File: config.mk
export PLATFORM = sky130hd
export DESIGN_NAME = rpn_key_controller
export DESIGN_NICKNAME = d
export VERILOG_FILES = /design/src/rtl/rpn_key_controller.sv
export SDC_FILE = /design/constraint.sdc
export NUM_CORES = 1
export LEC_CHECK = 0
export CAP_MARGIN = 15
export CORE_UTILIZATION = 65
export CTS_CLUSTER_SIZE = 12
export DETAILED_ROUTE_END_ITERATION = 8
export DONT_BUFFER_PORTS = 1
export GPL_ROUTABILITY_DRIVEN = 0
export HOLD_SLACK_MARGIN = 0.02
export PLACE_DENSITY = 0.81
export SLEW_MARGIN = 20
export SYNTH_ARGS = -nofsm -noshare
export SYNTH_HDL_FRONTEND = slang
export SYNTH_SLANG_ARGS = --single-unit
File: constraint.sdc
create_clock -name clock -period 4.8 [get_ports clock]
set_input_delay 1.44 -clock clock [delete_from_list [all_inputs] [get_ports clock]]
set_output_delay 1.44 -clock clock [all_outputs]
set_load 0.02 [all_outputs]
File: src/rtl/rpn_key_controller.sv
// rpn_key_controller
//   Turns numpad key codes into single-shot commands for an RPN stack.
//   One action per key press; the next press is accepted only after the key
//   has been idle for RELEASE_CYCLES consecutive cycles.
//
// Ports
//   clock     system clock, rising edge
//   reset     asynchronous, active-low reset
//   key       bit4 = pressed, bits3:0 = key id
//   hex_mode  0 = decimal entry, 1 = hex entry
//   top/next  top two stack elements
//   count     number of elements on the stack
//   write     one-cycle pulse: stack loads value into top
//   push      one-cycle pulse: stack pushes
//   pop       one-cycle pulse: stack pops (paired with write for binary ops)
//   value     new top value, held between writes
//   busy      multiply in progress
//   err       one-cycle pulse when a command is rejected
//   overflow  sticky arithmetic overflow flag
//
// state   | meaning
// IDLE    | waiting for a key press; decode and capture operands
// ISSUE   | registered command/err pulse is on the outputs
// MUL     | shift-add multiply, one multiplier bit per cycle
// RELEASE | waiting for RELEASE_CYCLES consecutive idle key cycles

module rpn_key_controller #(
  parameter int WIDTH          = 32,
  parameter int DEPTH          = 32,
  parameter int CNT_W          = 6,
  parameter int RELEASE_CYCLES = 4
) (
  input  logic             clock,
  input  logic             reset,
  input  logic [4:0]       key,
  input  logic             hex_mode,
  input  logic [WIDTH-1:0] top,
  input  logic [WIDTH-1:0] next,
  input  logic [CNT_W-1:0] count,
  output logic             write,
  output logic             push,
  output logic             pop,
  output logic [WIDTH-1:0] value,
  output logic             busy,
  output logic             err,
  output logic             overflow
);

  localparam int MC_W = $clog2(WIDTH);
  localparam int RC_W = $clog2(RELEASE_CYCLES + 1);

  typedef enum logic [1:0] {IDLE, ISSUE, MUL, RELEASE} state_t;
  typedef enum logic [2:0] {CMD_DIGIT, CMD_PUSH, CMD_ADD, CMD_SUB,
                            CMD_MUL, CMD_CLR, CMD_DROP} cmd_t;

  state_t           state_q, state_d;
  logic             write_q, write_d;
  logic             push_q, push_d;
  logic             pop_q, pop_d;
  logic             err_q, err_d;
  logic             busy_q, busy_d;
  logic             ovf_q, ovf_d;
  logic [WIDTH-1:0] value_q, value_d;
  logic [RC_W-1:0]  rel_cnt_q, rel_cnt_d;
  logic [MC_W-1:0]  mul_cnt_q, mul_cnt_d;
  logic [WIDTH-1:0] hi_q, hi_d;
  logic [WIDTH-1:0] lo_q, lo_d;
  logic [WIDTH-1:0] mcand_q, mcand_d;

  cmd_t             cmd;
  logic [3:0]       digit;
  logic [WIDTH+3:0] top_ext;
  logic [WIDTH+3:0] scaled;
  logic [WIDTH+3:0] digit_full;
  logic [WIDTH:0]   add_full;
  logic [WIDTH:0]   sub_full;
  logic [WIDTH-1:0] addend;
  logic [WIDTH:0]   step_sum;
  logic [WIDTH-1:0] step_hi;
  logic [WIDTH-1:0] step_lo;

  always_comb begin
    cmd   = CMD_DIGIT;
    digit = 4'd0;
    case (key[3:0])
      4'b0011: digit = 4'd0;
      4'b0000: digit = 4'd1;
      4'b0100: digit = 4'd2;
      4'b1000: digit = 4'd3;
      4'b0001: digit = 4'd4;
      4'b0101: digit = 4'd5;
      4'b1001: digit = 4'd6;
      4'b0010: digit = 4'd7;
      4'b0110: digit = 4'd8;
      4'b1010: digit = 4'd9;
      4'b1100: cmd = CMD_PUSH;
      4'b1101: cmd = CMD_ADD;
      4'b1110: cmd = CMD_SUB;
      4'b1111: cmd = CMD_MUL;
      4'b0111: cmd = CMD_CLR;
      4'b1011: cmd = CMD_DROP;
    endcase
  end

  // Digit entry is computed 4 bits wider so any bit above WIDTH flags overflow.
  assign top_ext    = {4'b0000, top};
  assign scaled     = hex_mode ? (top_ext << 4) : ((top_ext << 3) + (top_ext << 1));
  assign digit_full = scaled + {{WIDTH{1'b0}}, digit};
  assign add_full   = {1'b0, next} + {1'b0, top};
  assign sub_full   = {1'b0, next} - {1'b0, top};

  // One shift-add step: {hi,lo} holds partial product and remaining multiplier bits.
  assign addend   = lo_q[0] ? mcand_q : '0;
  assign step_sum = {1'b0, hi_q} + {1'b0, addend};
  assign step_hi  = step_sum[WIDTH:1];
  assign step_lo  = {step_sum[0], lo_q[WIDTH-1:1]};

  always_comb begin
    state_d   = state_q;
    write_d   = 1'b0;
    push_d    = 1'b0;
    pop_d     = 1'b0;
    err_d     = 1'b0;
    busy_d    = busy_q;
    ovf_d     = ovf_q;
    value_d   = value_q;
    rel_cnt_d = rel_cnt_q;
    mul_cnt_d = mul_cnt_q;
    hi_d      = hi_q;
    lo_d      = lo_q;
    mcand_d   = mcand_q;

    case (state_q)
      IDLE: begin
        if (key[4]) begin
          state_d = ISSUE;
          case (cmd)
            CMD_DIGIT: begin
              write_d = 1'b1;
              value_d = digit_full[WIDTH-1:0];
              if (|digit_full[WIDTH+3:WIDTH]) ovf_d = 1'b1;
            end
            CMD_PUSH: begin
              if (count == CNT_W'(DEPTH)) err_d  = 1'b1;
              else                        push_d = 1'b1;
            end
            CMD_ADD: begin
              if (count < CNT_W'(2)) err_d = 1'b1;
              else begin
                write_d = 1'b1;
                pop_d   = 1'b1;
                value_d = add_full[WIDTH-1:0];
                if (add_full[WIDTH]) ovf_d = 1'b1;
              end
            end
            CMD_SUB: begin
              if (count < CNT_W'(2)) err_d = 1'b1;
              else begin
                write_d = 1'b1;
                pop_d   = 1'b1;
                value_d = sub_full[WIDTH-1:0];
                if (sub_full[WIDTH]) ovf_d = 1'b1;
              end
            end
            CMD_MUL: begin
              if (count < CNT_W'(2)) err_d = 1'b1;
              else begin
                state_d   = MUL;
                busy_d    = 1'b1;
                mcand_d   = next;
                lo_d      = top;
                hi_d      = '0;
                mul_cnt_d = MC_W'(WIDTH - 1);
              end
            end
            CMD_CLR: begin
              write_d = 1'b1;
              value_d = '0;
              ovf_d   = 1'b0;
            end
            CMD_DROP: begin
              if (count == '0) err_d = 1'b1;
              else             pop_d = 1'b1;
            end
            default: ;
          endcase
        end
      end
      ISSUE: begin
        state_d   = RELEASE;
        rel_cnt_d = RC_W'(RELEASE_CYCLES);
      end
      MUL: begin
        hi_d = step_hi;
        lo_d = step_lo;
        if (mul_cnt_q == '0) begin
          state_d   = RELEASE;
          rel_cnt_d = RC_W'(RELEASE_CYCLES);
          busy_d    = 1'b0;
          write_d   = 1'b1;
          pop_d     = 1'b1;
          value_d   = step_lo;
          if (|step_hi) ovf_d = 1'b1;
        end else begin
          mul_cnt_d = mul_cnt_q - 1'b1;
        end
      end
      RELEASE: begin
        if (key[4])                     rel_cnt_d = RC_W'(RELEASE_CYCLES);
        else if (rel_cnt_q <= RC_W'(1)) state_d   = IDLE;
        else                            rel_cnt_d = rel_cnt_q - 1'b1;
      end
      default: state_d = IDLE;
    endcase
  end

  always_ff @(posedge clock or negedge reset) begin
    if (!reset) begin
      state_q   <= IDLE;
      write_q   <= 1'b0;
      push_q    <= 1'b0;
      pop_q     <= 1'b0;
      err_q     <= 1'b0;
      busy_q    <= 1'b0;
      ovf_q     <= 1'b0;
      value_q   <= '0;
      rel_cnt_q <= '0;
      mul_cnt_q <= '0;
      hi_q      <= '0;
      lo_q      <= '0;
      mcand_q   <= '0;
    end else begin
      state_q   <= state_d;
      write_q   <= write_d;
      push_q    <= push_d;
      pop_q     <= pop_d;
      err_q     <= err_d;
      busy_q    <= busy_d;
      ovf_q     <= ovf_d;
      value_q   <= value_d;
      rel_cnt_q <= rel_cnt_d;
      mul_cnt_q <= mul_cnt_d;
      hi_q      <= hi_d;
      lo_q      <= lo_d;
      mcand_q   <= mcand_d;
    end
  end

  assign write    = write_q;
  assign push     = push_q;
  assign pop      = pop_q;
  assign err      = err_q;
  assign busy     = busy_q;
  assign overflow = ovf_q;
  assign value    = value_q;

endmodule
# Word-level counts from Yosys, hierarchy flattened
# Index checks and enable logic that the tools add are counted.
[totals]
register_bits = 144
output_inout_bits = 38
elab_cells = 150
[op_classes]
add_sub_neg = 7
n_lt_le_gt_ge = 2
eq_ne = 39
n_mux = 68
n_bitwise = 1
reduce_logical = 20
[op_table]
columns = ["op", "count"]
rows = [
  ["2-to-1 mux 32 bit", 11],
  ["one-hot mux 32 bit (2 select lines)", 3],
  ["one-hot mux 32 bit (4 select lines)", 1],
  ["adder 32 x 32 -> 33 bit", 2],
  ["adder 35 x 33 -> 36 bit", 1],
  ["adder 36 x 4 -> 36 bit", 1],
  ["2-to-1 mux 36 bit", 1],
  ["one-hot mux 4 bit (9 select lines)", 1],
  ["subtractor 32 x 32 -> 33 bit", 1],
  ["== test 4 bit, second input constant", 8],
  ["OR reduction 32 bit", 1],
  ["2-to-1 mux 1 bit", 26],
  ["2-to-1 mux 5 bit", 4],
  ["inequality test 3 bit, second input constant", 6],
  ["one-hot mux 3 bit (6 select lines)", 1],
  ["== test 4 x 3 -> 1 bit, second input constant", 4],
  ["inequality test 2 bit, second input constant", 7],
  ["2-to-1 mux 2 bit", 6],
  ["one-hot mux 1 bit (2 select lines)", 6],
  ["AND reduction 4 bit", 3],
  ["one-hot mux 5 bit (2 select lines)", 1],
  ["AND reduction 10 bit", 1],
  ["AND reduction 5 bit", 2],
  ["== test 3 bit, second input constant", 3],
  ["31 further kinds", 36],
]

# Logic depth before layout (Yosys ltp)
[depth]
word_depth = 8
ltp_mapped = 19

# Least setup slack after synthesis
# Ideal clock, no wire load.
[synth_timing]
path_type = "input-to-reg"
start = "input port hex_mode"
end = "register ovf_q, in the netlist overflow"
setup_time_ps = 128
t_arrival_ps = 5654
required_time_ps = 4672
setup_slack_ps = -982
stages = 19
path_buffers = 7
cell_sequence = "clkbuf_1 -> buf_2 -> buf_2 -> clkbuf_1 -> clkbuf_1 -> clkbuf_1 -> nor2_1 -> ha_1 -> a21o_1 -> a21oi_1 -> nor3_1 -> nand2_1 -> nor3_2 -> and4_1 -> buf_2 -> a41oi_1 -> a41o_1 -> a2111oi_2 -> mux2_1"
[synth_between]
elab_chain_cells = 5
[synth_rtl]
columns = ["item", "line", "text"]
rows = [
  ["start: declaration", "36", "input logic hex_mode,"],
  ["2-to-1 mux 36 bit", "107", "assign scaled = hex_mode ? (top_ext << 4) : ((top_ext << 3) + (top_ext << 1));"],
  ["adder 36 x 4 -> 36 bit", "108", "assign digit_full = scaled + {{WIDTH{1'b0}}, digit};"],
  ["OR reduction 4 bit", "141", "if (|digit_full[WIDTH+3:WIDTH]) ovf_d = 1'b1;"],
  ["inequality test 3 bit (no source line)", "n/a", ""],
  ["AND reduction 10 bit (no source line)", "n/a", ""],
  ["end signal: assignment", "239", "ovf_q <= ovf_d;"],
  ["end: declaration", "62", "logic ovf_q, ovf_d;"],
]
# No other way between the ends.
# A chain may end at the register's enable or synchronous reset.

# Final worst setup path
[layout_timing]
start = "input port top[0]"
end = "register value_q[26], in the netlist value[26]"
[layout_between]
elab_chain_cells = 6
elab_cells_between_ends = 10
cone_classes = "add/sub (4); mux (6)"
[layout_rtl]
columns = ["item", "line", "text"]
rows = [
  ["start: declaration", "37", "input logic [WIDTH-1:0] top,"],
  ["adder 35 x 33 -> 36 bit", "107", ""],
  ["2-to-1 mux 36 bit", "107", ""],
  ["adder 36 x 4 -> 36 bit", "108", ""],
  ["one-hot mux 32 bit (4 select lines) *", "137", "case (cmd)"],
  ["2-to-1 mux 32 bit *", "135", "if (key[4]) begin"],
  ["one-hot mux 32 bit (2 select lines) *", "133", "case (state_q)"],
  ["end signal: assignment", "240", "value_q <= value_d;"],
  ["end: declaration", "63", "logic [WIDTH-1:0] value_q, value_d;"],
]
# Every way passes the cells marked *; elsewhere a longest branch is shown, timed or not. The select of a mux whose other input is x is not followed.

==> impl_metrics.env <==
export IMPL_drv_slew=0
export IMPL_rrSetupSlack_ns=0.25
export IMPL_fmax_mhz=213
export IMPL_end_kind="flip-flop"
export IMPL_required_ns=5.11
export IMPL_drt_iter0_drc=1794
export IMPL_holdCritPathClass="reg -> reg"
export IMPL_drc=4
export IMPL_io_buffers=0
export IMPL_grt_max_degree=145
export IMPL_ys_types=87
export IMPL_p_leak_uw=0.00767
export IMPL_clock_sinks=144
export IMPL_worstHoldStart="lo_q[10]"
export IMPL_wirelength_mm=47.6
export IMPL_final_min_clock_period_ns=4.69
export IMPL_netlist_top_cells_count="191 x nand2_1, 161 x o21ai_0, 160 x a21oi_1"
export IMPL_tightestPinTransition_ns=0.969
export IMPL_die_area_um2=23200
export IMPL_dp_slack_ns=-0.401
export IMPL_min_path_cells=2
export IMPL_arrival_ns=5.00
export IMPL_drv_cap=0
export IMPL_clock_skew_final_ns=0.0127
export IMPL_grt_pass1_vias=14632
export IMPL_yosys_top_cells_area="dfrtp_1 24%, ha_1 11%, o21ai_0 5.5%"
export IMPL_synth_most_common_cell="nand2_1"
export IMPL_ios=116
export IMPL_reg2reg_from="lo_q[0]"
export IMPL_ys_seq_area_frac=0.245
export IMPL_dr_total_vias=15264
export IMPL_cts_made_buffers=17
export IMPL_final_nets=2144
export IMPL_status="finished, violations left"
export IMPL_rows=54
export IMPL_layout_cells_non_filler=2220
export IMPL_powerDensity_nw_per_um2=393
export IMPL_root_buffer="clkbuf_16"
export IMPL_synthFlopType="dfrtp_1"
export IMPL_grt_first_pass_wirelength_mm=76.0
export IMPL_violations="DRC"
export IMPL_async_reset_ff_frac=1.00
export IMPL_clk_latency_ns=0.44
export IMPL_die_y_um=152
export IMPL_ys_ff_latch=144
export IMPL_die_width_um=152
export IMPL_core_um2=22000
export IMPL_ant_nets=0
export IMPL_cts_tree="yes"
export IMPL_power_uw=6530
export IMPL_setup_tns_ns=0
export IMPL_setup_viol=0
export IMPL_cp_max_fo=6
export IMPL_whs_endpoint="lo_q[10]"
export IMPL_vias_per_cell=6.88
export IMPL_synth_nets=2072
export IMPL_first_pass_iters=9
export IMPL_ctsLongestPathBuffers=2
export IMPL_fin_ws_ns=0.110
export IMPL_synth_edf_count=0
export IMPL_path_clk_slew_ns=0.06
export IMPL_synth_area_um2=14700
export IMPL_dp_cells=2182
export IMPL_slew_headroom=0.353
export IMPL_hpwl_mm=35.0
export IMPL_cts_htree_levels=4
export IMPL_synth_top_cell_by_area="dfrtp_1"
export IMPL_hold_viol_final=0
export IMPL_wl_per_cell_um=21.4
export IMPL_rr_worst_depth=17
export IMPL_syn2layout_area_growth_pct=12.8
export IMPL_avgSynthCellArea_um2=7.94
export IMPL_grt_ovfl_total=0
export IMPL_track_usage=0.406
export IMPL_post_route_period_util=0.977
export IMPL_antenna_found_initial=1
export IMPL_worstSetupPathType="in -> reg"
export IMPL_startpoint_type="primary input"
export IMPL_ys_warn_count=0
export IMPL_synth_top_cell_area_share=0.245
export IMPL_drive_gt1_frac=0.138
export IMPL_syn_inst=1854
export IMPL_r2r_end="overflow"
export IMPL_worst_ir_drop_vdd_v=0.000320
export IMPL_start_util=0.668
==> registers in the layout (all words and copies together), names as in the netlist <==
name	count
busy	1
push	1
mcand_q	32
state_q	2
rel_cnt_q	3
write	1
hi_q	32
err	1
value	32
lo_q	32
mul_cnt_q	5
overflow	1
pop	1
==> cell families after synthesis <==
kind of cell | Yosys count | share of synthesized area
adder cells (fa/ha/maj) | 140 | 0.122
AO/OA/AOI/OAI | 682 | 0.307
XOR/XNOR | 69 | 0.0411
AND/OR/NAND/NOR | 551 | 0.179
flip-flops | 144 | 0.245
buffers and inverters | 188 | 0.0489
multiplexers | 80 | 0.0574
==> where the power goes <==
group	switching, uW	leakage (uW)	internal (uW)	total [uW]
Sequential	488	0.00186	1590	2080
Clock	616	0.000296	836	1450
Combinational	1830	0.00551	1170	2990
==> through the flow <==
step,utilization,cell area [um2],hold slack [ns]
3_3_place_gp,0.720,15900,0.456
6_report,0.754,16600,0.483
3_5_place_dp,0.720,15900,0.466
5_1_grt,0.754,16600,0.504
4_1_cts,0.748,16500,0.482
2_1_floorplan,-,14800,0.442
==> worst max path at each step <==
stage / to / start
after floorplan: overflow / hex_mode
after global placement: overflow / top[0]
after detailed placement: overflow / top[0]
after CTS: overflow / top[0]
after global routing: value[26] / top[0]
final: value[26] / top[0]
==> critical path: stages <==
cell,delay (ns)
ha_1,0.22
fa_2,0.40
a21oi_4,0.20
buf_4,0.13
o21ai_0,0.12
o31ai_1,0.27
o211a_1,0.21
o2111ai_1,0.15
buf_4,0.19
nor3_4,0.22
buf_4,0.15
nand3_1,0.10
nor4_1,0.36
xnor2_1,0.20
a221oi_1,0.40
buf_4,0.18
o31ai_1,0.07
==> cell usage in the layout (no fill, tap or decap), types with 6 or more instances in the layout <==
master,count
and3_1,13
a22oi_1,11
a21oi_1,159
buf_4,148
a311oi_1,6
xnor2_1,47
or3_1,10
nand2_1,190
o21bai_1,35
o22ai_1,21
clkbuf_16,17
mux2i_1,45
a22o_1,14
dfrtp_1,144
a211oi_1,18
ha_1,133
nor2b_1,14
nor4_1,16
and2_1,40
a21o_1,47
nand4_1,18
o21a_1,18
mux2_2,33
o21ai_0,161
nor2_1,122
a221oi_1,21
inv_1,91
o211ai_1,10
nand3_1,39
o31ai_1,25
a31oi_1,22
inv_6,6
a211o_1,8
nor3_1,28
nand2b_1,16
a221o_1,10
or2_2,7
xor2_1,22
o221ai_1,19
==> cell type report <==
cell class	count	area [um2]
inverters	91	342
repair buffers	150	1150
well taps	280	350
flip-flops and latches	144	3600
multi-input cells	1522	10500
clock buffers	17	425
diodes	1	2.50
fillers	1632	5420
clock inverters	15	196
==> what timing repair did <==
| item | CTS | global route |
|---|---|---|
| gates resized for setup | 0 | 17 |
| hold buffers | 0 | 0 |
| buffers inserted | 0 | 5 |
| endpoints found under the setup margin | 0 | 4 |
==> metal layers <==
metal | global-route usage | vias up | wire length, um
met3 | 0.103 | 183 | 5440
met4 | 0.182 | 4 | 2160
met2 | 0.651 | 913 | 21200
met1 | 0.518 | 7125 | 18700
li1 | - | 7039 | -
met5 | 0 | - | 27
No activity file was read; power rests on OpenSTA's default activity.
